$ cat src/rtl/dili_mont_exit.sv
// Streaming Montgomery-domain exit for Dilithium coefficients: y = x * 2^-32 mod Q.
// Three-stage valid/ready pipeline, one coefficient per cycle, with a per-polynomial last flag.
module dili_mont_exit #(
  parameter int DATA_WIDTH = 32,
  parameter int QINV       = 58728449,
  parameter int Q          = 8380417,
  parameter int N          = 256
) (
  input  logic        clk_i,
  input  logic        rst_ni,
  input  logic        in_valid_i,
  output logic        in_ready_o,
  input  logic [22:0] in_data_i,
  output logic        out_valid_o,
  input  logic        out_ready_i,
  output logic [22:0] out_data_o,
  output logic        out_last_o,
  output logic        range_err_o
);

  localparam int XW = 23;
  localparam int TW = XW + DATA_WIDTH + 2;
  localparam int RW = TW - DATA_WIDTH;
  localparam int CW = (N > 1) ? $clog2(N) : 1;

  // Handshake: a transfer happens on valid & ready at either port. The whole pipe
  // freezes only when stage 3 holds a result the consumer refuses; in_ready_o is
  // derived from that stall alone, so it never depends on in_valid_i.
  logic stall;
  logic accept;

  logic                  s1_valid, s2_valid, s3_valid;
  logic [DATA_WIDTH-1:0] s1_m;
  logic [XW-1:0]         s1_x;
  logic [TW-1:0]         s2_t;
  logic [XW-1:0]         s3_y;
  logic                  s1_last, s2_last, s3_last;
  logic [CW-1:0]         cnt;
  logic                  range_err;

  logic                  last_c;
  logic [DATA_WIDTH-1:0] m_c;
  logic [TW-1:0]         mq_c;
  logic [TW-1:0]         t_c;
  logic signed [RW-1:0]  r_c;
  logic [RW-1:0]         y_wide;
  logic [XW-1:0]         y_c;
  logic                  unused_bits;

  assign stall      = s3_valid & ~out_ready_i;
  assign in_ready_o = ~stall;
  assign accept     = in_valid_i & in_ready_o;
  assign last_c     = (cnt == CW'(N - 1));

  // S1: m is chosen so that x - m*Q is divisible by the radix.
  assign m_c = DATA_WIDTH'(in_data_i) * DATA_WIDTH'(QINV);

  // S2: full-width signed difference; the low DATA_WIDTH bits are exactly zero.
  assign mq_c = TW'(s1_m) * TW'(Q);
  assign t_c  = TW'(s1_x) - mq_c;

  // S3: exact division by the radix gives -Q < r <= 0; lift negatives into [0, Q).
  assign r_c    = s2_t[TW-1:DATA_WIDTH];
  assign y_wide = r_c[RW-1] ? RW'(r_c + RW'(Q)) : r_c;
  assign y_c    = y_wide[XW-1:0];

  assign unused_bits = ^{s2_t[DATA_WIDTH-1:0], y_wide[RW-1:XW]};

  always_ff @(posedge clk_i or negedge rst_ni) begin
    if (!rst_ni) begin
      s1_valid  <= 1'b0;
      s2_valid  <= 1'b0;
      s3_valid  <= 1'b0;
      s1_m      <= '0;
      s1_x      <= '0;
      s2_t      <= '0;
      s3_y      <= '0;
      s1_last   <= 1'b0;
      s2_last   <= 1'b0;
      s3_last   <= 1'b0;
      cnt       <= '0;
      range_err <= 1'b0;
    end else begin
      if (accept) begin
        cnt <= last_c ? '0 : cnt + CW'(1);
        if (in_data_i >= XW'(Q)) range_err <= 1'b1;
      end
      if (!stall) begin
        s1_valid <= in_valid_i;
        s1_m     <= m_c;
        s1_x     <= in_data_i;
        s1_last  <= last_c;
        s2_valid <= s1_valid;
        s2_t     <= t_c;
        s2_last  <= s1_last;
        s3_valid <= s2_valid;
        s3_y     <= y_c;
        s3_last  <= s2_last;
      end
    end
  end

  assign out_valid_o = s3_valid;
  assign out_data_o  = s3_y;
  assign out_last_o  = s3_last;
  assign range_err_o = range_err;

endmodule
$ cat config.mk
export PLATFORM = sky130hd
export DESIGN_NAME = dili_mont_exit
export DESIGN_NICKNAME = d
export VERILOG_FILES = /design/src/rtl/dili_mont_exit.sv
export SDC_FILE = /design/constraint.sdc
export NUM_CORES = 1
export LEC_CHECK = 0
export ABC_CLOCK_PERIOD_IN_PS = 7500
export BUFFER_PORTS_ARGS = -buffer_cell sky130_fd_sc_hd__buf_2
export CAP_MARGIN = 20
export CORE_ASPECT_RATIO = 0.7
export CORE_MARGIN = 2
export CORE_UTILIZATION = 45
export CTS_CLUSTER_SIZE = 20
export DETAILED_ROUTE_END_ITERATION = 10
export GPL_ROUTABILITY_DRIVEN = 0
export GPL_TIMING_DRIVEN = 0
export HOLD_SLACK_MARGIN = 0.1
export RECOVER_POWER = 25
export SLEW_MARGIN = 20
export SYNTH_ARGS = -nofsm -noshare
export SYNTH_HDL_FRONTEND = slang
export SYNTH_SLANG_ARGS = --single-unit
export TNS_END_PERCENT = 50
$ cat constraint.sdc
create_clock -name clk_i -period 7.5 [get_ports clk_i]
set_input_delay 0.375 -clock clk_i [delete_from_list [all_inputs] [get_ports clk_i]]
set_output_delay 0.375 -clock clk_i [all_outputs]
set_load 0.005 [all_outputs]
After elaboration in Yosys (flattened, before gate mapping)
Cells that the tools add are included.
- add/sub/neg operators: 3
- multipliers: 2
- magnitude comparators: 1
- eq/ne operators: 1
- multiplexer cells: 2
- bitwise gates (word level): 4
- reductions and logical operators: 1
- operator list (operator ; number):
    subtractor 23 x 55 -> 56 bit ; 1
    multiplier 32 x 23 -> 55 bit, second input constant ; 1
    multiplier 23 x 26 -> 32 bit, second input constant ; 1
    adder 23 x 14 -> 23 bit, second input constant ; 1
    >= comparator 23 bit, second input constant ; 1
    2-to-1 mux 23 bit ; 1
    adder 8 x 1 -> 8 bit, second input constant ; 1
    == test 8 bit, second input constant ; 1
    2-to-1 mux 8 bit ; 1
    AND 1 bit ; 2
    inverter 1 bit ; 2
    AND reduction 2 bit ; 1
- bits in registers: 149
- input port bits: 27
- output and inout port bits: 27
- logic and storage cells: 26

Logic depth before layout (Yosys ltp)
Gate-level depths: netlist of run 1.
- word-level depth: 5
- mapped depth: 24
- gate-level depth less buffers: 24

Worst setup path after synthesis of run 1
OpenSTA, ideal clock, no wires.
- kind: reg-to-reg
- start: register s1_m[4]
- end: register s2_t[48]
- library setup time: 0.120 ns
- arrival time: 6.573 ns
- data required time: 7.380 ns
- setup slack: 0.808 ns
- cell stages (with the launch flop): 23
- buffers on the path: 0
- clock period less this slack: 6.692 ns
- path through: dfrtp_1 -> inv_1 -> fa_1 -> inv_1 -> fa_1 -> inv_1 -> fa_1 -> fa_1 -> fa_1 -> inv_1 -> fa_1 -> fa_1 -> inv_1 -> ha_1 -> nand4_1 -> nor2_1 -> and3_1 -> and4_1 -> o311ai_4 -> a211oi_4 -> o21ai_1 -> a21o_1 -> a31o_1
- cells in the longest elaborated chain, start to end: 2
- ends and longest elaborated chain (item ; RTL line ; RTL):
    start: declaration ; 33 ; logic [DATA_WIDTH-1:0] s1_m;
    start signal: assignment ; 90 ; s1_m <= m_c;
    multiplier 32 x 23 -> 55 bit ; 59 ; assign mq_c = TW'(s1_m) * TW'(Q);
    subtractor 23 x 55 -> 56 bit ; 60 ; assign t_c = TW'(s1_x) - mq_c;
    end signal: assignment ; 94 ; s2_t <= t_c;
    end: declaration ; 35 ; logic [TW-1:0] s2_t;
No other way between the ends.
A chain may end at the register's enable or synchronous reset.

Worst setup path in the final report of run 1
Same ends and word-level chain as after synthesis.

==> impl_results.md, run 1 <==
- Layout cells sized above 1: under 10%
- Crit-path leading delay family: adder cells
- Setup Viol. Count Final: 0
- Max cap viols: 2
- Top cell type's share of synthesized area: a little under a third
- Synthesized net count: 2292
- Distinct cells, synth: 56
- Multi-input gate area: 11800 µm²
- HPWL after detailed placement: 33200 µm
- FF-to-FF Start: s1_m[4]
- Port Buf Inserts: 53
- First DRT Iteration DRCs: 780
- Max-slew violation count: around 110
- Most used cell, CP: fa_1
- CP Class: reg -> reg
- Die width: approximately 230 µm
- Fillers: 3440
- First-pass GRT wire length: 61000 µm
- Failing checks: max-capacitance violations, max-slew violations
- Hold Path Origin: in_data_i[22]
- Kind of end point of the critical path: register
- Leading area contributor after synthesis: fa_1
- IO Count: 54
- Routed vias/inst: a little under 5
- Area Growth Syn to Fin: 8.24%
- Fin crit share: between 90% and 100%
- HP Class: in -> reg
- Global route overflow: 0
- CTS buffer count: 9
- #FFs+latches synth: 104
- Clk_skew: 0.0110 ns
- Total Wirelength: 38100 µm
- Worst Path Required: 7.76 ns
- Crit-path cells: clkinvlp_4 -> fa_1 -> inv_1 -> fa_1 -> inv_1 -> fa_1 -> fa_1 -> fa_1 -> inv_1 -> fa_1 -> fa_1 -> inv_1 -> ha_1 -> nand4_1 -> o22ai_1 -> o211ai_1 -> a31oi_4 -> o311ai_4 -> a211oi_4 -> o21ai_1 -> a21o_1 -> a31o_1
- Hold_ws: 0.281 ns
- Core area: between 30000 and 40000 µm²
- Crit. Startpoint: s1_m[4]
- Post-synth EDFFs: 0
- Critical Path Start Type: register
- Die height: about 160 µm
- Commonest cells in the netlist: inv_1 (496), ha_1 (274), fa_1 (250)
- Reg area: 2610 µm²
- Placed insts: between 2k and 2.5k
- Avg Inst Size Synth: 9.40 µm²
- Drt pass-1 iters: 5
- Cell count after synthesis: 1741
- Total GRT Usage: between 20% and 30%
- Max clock buf depth: 2
- Post-synth top flop: dfrtp_1
- Root Driver: clkbuf_16
- Routed len/inst: 16.5 µm
- CTS tree: done
- Max-Slew Margin vs Limit: -98.6%
- Antenna cells: 0
- Hold Fails Final Rpt: 0
- Crit-path max cell delay: 0.56 ns
- Fin crit period: 7.21 ns
- Finished Core Util: 49.4%
- Pin count of the biggest net entering global routing: 56
- Crit-path slowest cell: fa_1
- Vias in the first global route: between 10k and 15k
- Area contributors post-synth: fa_1 (31%), ha_1 (21%), dfrtp_1 (16%)
- Clock-pin slew on the worst setup and hold paths: 0.08 ns
- DR WL met2: 15800 µm
- Die area: 37900 µm²
- H-tree level count: 3
- Remaining routing DRC violations: 0
- Outcome: finished with violations
- Via count: 11.4k
- Most common cell in the netlist: inv_1
- Final Instance Count excl. Fillers: ~2.3k
- Routed Antenna Nets: 0
- Max Fclk: around 140 MHz
- Met3 WL: 2490 µm
- M1 WL: roughly 19000 µm
- Initial antenna violation count: 3
- Crit-path max FO: 6
- Initial Util: between 40% and 50%
- # nets final: about 2.4k
- Highest routed metal layer: met4
- Buf/Inv on CP: 5
- FFs w/ async S/R, synth: 100%
- Worst skew pair latency: roughly 0.37 ns
- Arrival time worst endpoint: about 7.5 ns
- Row cnt: 58
- Slew at the pin closest to its max-slew limit: between 2 and 3 ns
- Sequential fraction of the synthesis area: between 10% and 20%
- Warnings from Yosys: 0
- Clk sink count: 104
- Synthesized area: 16400 µm²
## logic make-up (layout without fill, tap and decap cells)
logic type      after synthesis  after routing  synth area share [%]
fa+ha+maj                   524            524                  51.5
buf+inv                     523            610                  12.0
simple gates                284            284                  8.06
compound gates              229            229                  8.35
flops                       104            104                  15.9
xor+xnor                     74             74                  3.96
mux                           3              3                 0.191
## registers in the layout (all words and copies together), names as in the netlist
name and flops:
s1_x 10, out_valid_o 1, out_data_o 23, s1_m 32
s1_valid 1, cnt 8, out_last_o 1, s2_valid 1
s2_last 1, range_err_o 1, s1_last 1, s2_t 24
## cell usage in the layout, fill, tap and decap left out, types with 5 or more instances in the layout
cell       Yosys  layout
nor3_1        15      15
fa_1         250     249
o21a_1         6       6
o211ai_1       7       7
dfrtp_1      104      99
nand2_1      119     119
clkbuf_16      0       9
nor2_1        57      54
nand3_1       21      21
dfrtp_2        0       5
buf_2          0      50
nor2b_1        8       8
and2_1        13      13
nand4_1       15      15
a21o_1        28      28
a31oi_1        9       9
xnor2_1       39      39
xor2_1        35      35
a21oi_1       69      67
and3_1        13      12
o21ai_0       84      84
ha_1         274     273
inv_1        496     494
clkbuf_1      23      28
buf_4          1      17
## tightest hold or removal path, cell delays in order
cell and delay, ns:
buf_2 0.12, nand2_1 0.06, o21ai_0 0.06
## cell type report
type	instances	share of cell area [%]
Clock buffer	11	1.37
Timing Repair Buffer	71	2.23
Inverter	497	10.6
Sequential cell	104	14.7
Tap cell	480	3.39
Buffer	26	0.572
Clock inverter	5	0.282
Multi-Input combinational cell	1114	66.9
## worst paths after layout
path | endpoint | slack (ns) | cells after the start
setup / recovery | s2_t[48] | 0.29 | 22
hold / removal | s1_x[22] | 0.28 | 3
setup reg to reg | s2_t[48] | 0.29 | 22
hold reg to reg | s2_valid | 0.46 | 2
max in group asynchronous | s1_m[2] | 1.90 | 3
min in group asynchronous | s2_valid | 1.48 | 2
## per-stage QoR
stage                     worst slack [ns]   TNS, ns  cell area [µm²]
after global placement              -0.216     -1.68            17200
after CTS                          0.00123         0            17600
final                                0.287         0            17700
after detailed placement            -0.324     -3.18            17300
after floorplan                      0.808         0            16400
after global routing              -0.00848  -0.00848            17700
## routing by layer
metal | track usage [%] | vias up
met5 | 0 | -
met4 | 3.61 | 0
met3 | 4.94 | 19
met2 | 29.6 | 192
met1 | 32.9 | 5658
li1 | - | 5513
## what timing repair did
action,in CTS,in global routing
hold buffers,1,0
setup endpoints to repair,17,16
buffers inserted,2,14
pin swaps,2,7
hold endpoints to repair,49,0
gates resized for setup,6,14
Power of run 1 is left out: the tool's default activity adds up to more than one toggle a clock period on the data nets, which glitch-free logic cannot reach.
==> run 2, diff against run 1 <==
--- a/config.mk
+++ b/config.mk
@@ -9,7 +9,6 @@
 export BUFFER_PORTS_ARGS = -buffer_cell sky130_fd_sc_hd__buf_2
 export CAP_MARGIN = 20
 export CORE_ASPECT_RATIO = 0.7
-export CORE_MARGIN = 2
 export CORE_UTILIZATION = 45
 export CTS_CLUSTER_SIZE = 20
 export DETAILED_ROUTE_END_ITERATION = 10
==> run 2 against run 1 <==
Compared with the run above:
- register-to-register slack about the same
- design area is 0.28% lower
- global-route usage grew 0.071 points
- critical endpoint unchanged
- the run still ends with max-capacitance violations, max-slew violations left
- die area shrank 2.1%
==> impl_results.md, run 2 (synthesis results as in run 1) <==
- Total Wirelength: 37700 µm
- Final Instance Count excl. Fillers: approximately 2.3k
- Max-Slew Margin vs Limit: -115%
- Max Fclk: 138 MHz
- Critical Path Start Type: register
- Global route overflow: 0
- Routed Antenna Nets: 0
- First-pass GRT wire length: slightly above 60000 µm
- CTS tree: done
- # nets final: 2365
- Largest Register: s1_m
- Setup Viol. Count Final: 0
- Crit-path max FO: 5
- Most frequent cells in the layout: inv_1 (494), ha_1 (274), fa_1 (250), nand2_1 (119), dfrtp_1 (98)
- Pin count of the biggest net entering global routing: slightly below 60
- Routed vias/inst: 4.98
- Area Growth Syn to Fin: 7.94%
- Placed insts: 2275
- Crit-path slowest cell: fa_1
- Hold Fails Final Rpt: 0
- Via count: roughly 11k
- Multi-input gate area: 11800 µm²
- Antenna cells: 0
- Clk_skew: 0.0131 ns
- Max-slew violation count: 57
- Reg area: 2610 µm²
- HP Class: in -> reg
- Final instance area: 17700 µm²
- Arrival time worst endpoint: roughly 7.5 ns
- Most used cell, CP: fa_1
- Max cap viols: 1
- Total GRT Usage: 21.1%
- Kind of end point of the critical path: register
- Commonest non-fill, non-tap cell in the layout: inv_1
- Die area: 37200 µm²
- CTS buffer count: 9
- Die width: 230 µm
- Drt pass-1 iters: 8
- Dpl cell area: about 17000 µm²
- Initial Util: 45.7%
- Clk sink count: 104
- Worst skew pair latency: 0.37 ns
- Clock-pin slew on the worst setup and hold paths: 0.08 ns
- Largest register FFs: 32
- First DRT Iteration DRCs: 652
- Initial antenna violation count: 2
- Worst Path Required: slightly below 8 ns
- Crit-path cells: clkinvlp_4 -> fa_1 -> inv_1 -> fa_1 -> inv_1 -> fa_1 -> fa_1 -> fa_1 -> inv_1 -> fa_1 -> fa_1 -> inv_1 -> ha_1 -> nand4_1 -> nor2_2 -> and3_2 -> and4_2 -> o311ai_4 -> a211oi_4 -> o21ai_1 -> a21o_1 -> a31o_1
- Die height: 162 µm
- Fin crit share: 96.3%
- Fin crit period: 7.22 ns
- CP Class: reg -> reg
- HPWL after detailed placement: 33100 µm
- Core area: 35800 µm²
- IO Count: 54
- Vias in the first global route: 11.3k
- Fillers: 3427
- Layout cells sized above 1: 5.55%
- Buf/Inv on CP: 5
- Crit-path leading delay family: adder cells
- Remaining routing DRC violations: 0
- Max clock buf depth: 2
- H-tree level count: 3
- Port Buf Inserts: 53
- Failing checks: max-capacitance violations, max-slew violations
- Hold_ws: 0.293 ns
- Root Driver: clkbuf_16
- Finished Core Util: around half
- Crit-path max cell delay: 0.61 ns
- Slew at the pin closest to its max-slew limit: 3.23 ns
- Routed len/inst: 16.4 µm
- Outcome: finished with violations
- Row cnt: just under 60
## run 2: final timing paths
check | from | endpoint | slack [ns] | cells past startpoint
worst max-delay path | s1_m[4] | s2_t[48] | 0.28 | 22
worst min-delay path | in_data_i[22] | s1_x[22] | 0.29 | 3
worst max register to register | s1_m[4] | s2_t[48] | 0.28 | 22
worst min register to register | range_err_o | range_err_o | 0.46 | 1
max in group asynchronous | rst_ni | s1_m[1] | 3.80 | 2
min in group asynchronous | rst_ni | cnt[1] | 1.61 | 2
## run 2: metrics by stage
step	TNS [ns]	setup WS (ns)
2_1_floorplan	0	0.808
3_3_place_gp	-1.54	-0.206
3_5_place_dp	-2.55	-0.308
4_1_cts	0	0.0120
5_1_grt	-0.0266	-0.0266
6_report	0	0.276
## run 2: layout make-up
| class | instances | area share, % |
|---|---|---|
| Multi-Input combinational cell | 1114 | 66.9 |
| Inverter | 497 | 10.6 |
| Sequential cell | 104 | 14.8 |
| Timing Repair Buffer | 62 | 2.00 |
| Tap cell | 480 | 3.40 |
| Clock buffer | 9 | 1.27 |
| Buffer | 26 | 0.574 |
| Clock inverter | 7 | 0.482 |
## run 2: tightest hold or removal path, delay by kind of cell
kind | cells | cell delay [ns]
AOI/OAI and AO/OA | 1 | 0.06
buffers and inverters | 1 | 0.13
and+or+nand+nor | 1 | 0.05
## run 2: layer usage
metal	part of all wire, %	global-route usage (%)	vias to the layer above
li1	-	-	5494
met1	50	32.6	5691
met2	41	30.0	240
met5	0	0	-
met4	1.3	3.91	0
met3	7.0	5.01	32
## run 2: what timing repair did
action,4_1_cts,5_1_grt
pin swaps,0,2
hold endpoints to repair,56,0
setup buffers,2,5
cloned,0,0
gates resized for setup,4,10
hold buffers,1,0
setup endpoints to repair,15,15
Power of run 2 is left out for the same reason.
==> run 3, diff against run 2 <==
--- a/config.mk
+++ b/config.mk
@@ -15,6 +15,7 @@
 export GPL_ROUTABILITY_DRIVEN = 0
 export GPL_TIMING_DRIVEN = 0
 export HOLD_SLACK_MARGIN = 0.1
+export PLACE_DENSITY = 0.71
 export RECOVER_POWER = 25
 export SLEW_MARGIN = 20
 export SYNTH_ARGS = -nofsm -noshare
==> run 3 against run 2 <==
Compared with the run above:
- the flow still finishes with violations (max-capacitance violations, max-slew violations)
- core utilization rose by 0.18 points
- largest cell class unchanged
- fmax fell by 0.14%
- first-iteration DRC count fell by 3.1%
- sequential cell count did not move
- critical endpoint is now s2_t[51]
- hold slack got worse by 0.013 ns
- cell count rose by 0.35%
- via count rose by 1.4%
- die area did not move
- clock skew fell by 0.0025 ns
==> impl_results.md, run 3 (synthesis results as in run 1) <==
- Setup Viol. Count Final: 0
- Setup slack after layout: 0.266 ns
- Critical Path Start Type: register
- Drt pass-1 iters: 6
- Remaining routing DRC violations: 0
- Die width: 230 µm
- Hold Fails Final Rpt: 0
- RSZ-0062 raised after global routing: true
- Via count: around 12k
- CTS tree: done
- Most used cell, CP: fa_1
- Max-Slew Margin vs Limit: -90.6%
- Core area: 35800 µm²
- Crit-path slowest cell: fa_1
- Pre-CTS setup slack: -0.248 ns
- First-pass GRT wire length: 61400 µm
- Failing checks: max-capacitance violations, max-slew violations
- Fin crit period: slightly above 7 ns
- Crit-path leading delay family: adder cells
- GR met1 Demand/Resource: between 30% and 40%
- Final Instance Count excl. Fillers: 2307
- H-tree level count: 3
- Dpl cell area: around 17000 µm²
- Commonest non-fill, non-tap cell in the layout: inv_1
- GR Util met2: 31.2%
- Final instance area: around 18000 µm²
- Fillers: 3342
- Crit-path max cell delay: 0.62 ns
- First DRT Iteration DRCs: 632
- Total GRT Usage: 21.0%
- HP Class: in -> reg
- # nets final: around 2.4k
- Buf/Inv on CP: 5
- Max cap viols: 1
- Clock-pin slew on the worst setup and hold paths: 0.08 ns
- Most frequent cells in the layout: inv_1 (494), ha_1 (274), fa_1 (249), nand2_1 (119), dfrtp_1 (98)
- Total Wirelength: 37200 µm
- Die area: 37200 µm²
- Root Driver: clkbuf_16
- Initial antenna violation count: 3
- CP Class: reg -> reg
- Pin count of the biggest net entering global routing: 57
- Gr busiest metal: met2
- Hold_ws: 0.279 ns
- Largest Register: s1_m
- Routed Antenna Nets: 0
- IO Count: 54
- Global route overflow: 0
- Vias in the first global route: ~12k
- Fin crit share: 96.5%
- Outcome: finished with violations
- Kind of end point of the critical path: register
- Initial Util: about 46%
- Crit-path max FO: 5
- Slew at the pin closest to its max-slew limit: 2.86 ns
- Crit-path cells: inv_1 -> fa_1 -> inv_1 -> fa_1 -> inv_1 -> fa_1 -> fa_1 -> fa_1 -> inv_1 -> fa_1 -> fa_1 -> inv_1 -> ha_1 -> nand4_1 -> nor2_4 -> and3_2 -> and4_2 -> o311ai_4 -> a211oi_4 -> nor2_1 -> o21a_1 -> nor3_1
- HPWL after detailed placement: 32600 µm
- Die height: between 150 and 200 µm
- Worst Path Required: a little under 8 ns
- Max clock buf depth: 2
- Layout cells sized above 1: 6.13%
- Row cnt: 58
- Worst skew pair latency: 0.37 ns
- Routed vias/inst: 5.03
- Max-slew violation count: 49
- Routed len/inst: 16.1 µm
- M3 GR Usage: 6.39%
- CTS buffer count: 9
- Port Buf Inserts: 53
- Arrival time worst endpoint: between 7 and 8 ns
- Largest register FFs: 32
- Max Fclk: ~140 MHz
- Clk_skew: 0.0106 ns
- Area Growth Syn to Fin: 8.34%
- Clk sink count: approximately 100
- Placed insts: approximately 2.3k
run 3: changes by cell type in the layout (fill, tap and decap cells not counted), sizes merged:
cell | previous run | this run
clkbuf | 33 | 34
diode | 0 | 1
buf | 63 | 69
inv | 496 | 498
clkinv | 5 | 4
clkinvlp | 3 | 2
run 3: path summary, 6_finish.rpt:
| path | start | end | slack [ns] | depth (start not counted) |
|---|---|---|---|---|
| min in group asynchronous | rst_ni | out_data_o[19] | 1.47 | 2 |
| setup reg to reg | s1_m[5] | s2_t[51] | 0.27 | 22 |
| hold reg to reg | cnt[6] | cnt[6] | 0.47 | 1 |
| hold / removal | in_data_i[19] | s1_x[19] | 0.28 | 3 |
| max in group asynchronous | rst_ni | out_data_o[2] | 4.41 | 2 |
| setup / recovery | s1_m[5] | s2_t[51] | 0.27 | 22 |
run 3: final cells by class:
cell class	instances	area (µm²)	share of cell area [%]
Antenna cell	1	2.50	0.0141
Buffer	26	101	0.572
Clock buffer	9	225	1.27
Clock inverter	7	62.6	0.353
Inverter	497	1870	10.6
Multi-Input combinational cell	1114	11900	66.8
Sequential cell	104	2610	14.7
Tap cell	480	601	3.39
Timing Repair Buffer	69	405	2.29
run 3: per-stage QoR:
| stage | utilization (%) | TNS [ns] |
|---|---|---|
| after floorplan | - | 0 |
| after global placement | 48.1 | -1.49 |
| after detailed placement | 48.2 | -1.57 |
| after CTS | 49.1 | 0 |
| after global routing | 49.5 | -0.267 |
| final | 49.5 | 0 |
run 3: layer usage:
metal,vias to the layer above,share of wire [%]
met3,33,8.4
met2,280,44
met4,0,1.3
li1,5512,-
met1,5790,47
met5,-,0
run 3: worst register-to-register path: stages (launching register included):
cell	delay, ns
dfrtp_1	0.45
inv_1	0.15
fa_1	0.62
inv_1	0.11
fa_1	0.54
inv_1	0.05
fa_1	0.52
fa_1	0.53
fa_1	0.55
inv_1	0.05
fa_1	0.51
fa_1	0.55
inv_1	0.04
ha_1	0.34
nand4_1	0.19
nor2_4	0.21
and3_2	0.25
and4_2	0.32
o311ai_4	0.17
a211oi_4	0.46
nor2_1	0.16
o21a_1	0.20
nor3_1	0.18
run 3: timing repair:
action,4_1_cts,5_1_grt
buffers inserted,2,12
hold endpoints to repair,48,0
resized for setup,4,17
pin swaps,0,5
endpoints found under the setup margin,15,16
hold buffers,1,0
Power of run 3 is left out for the same reason.
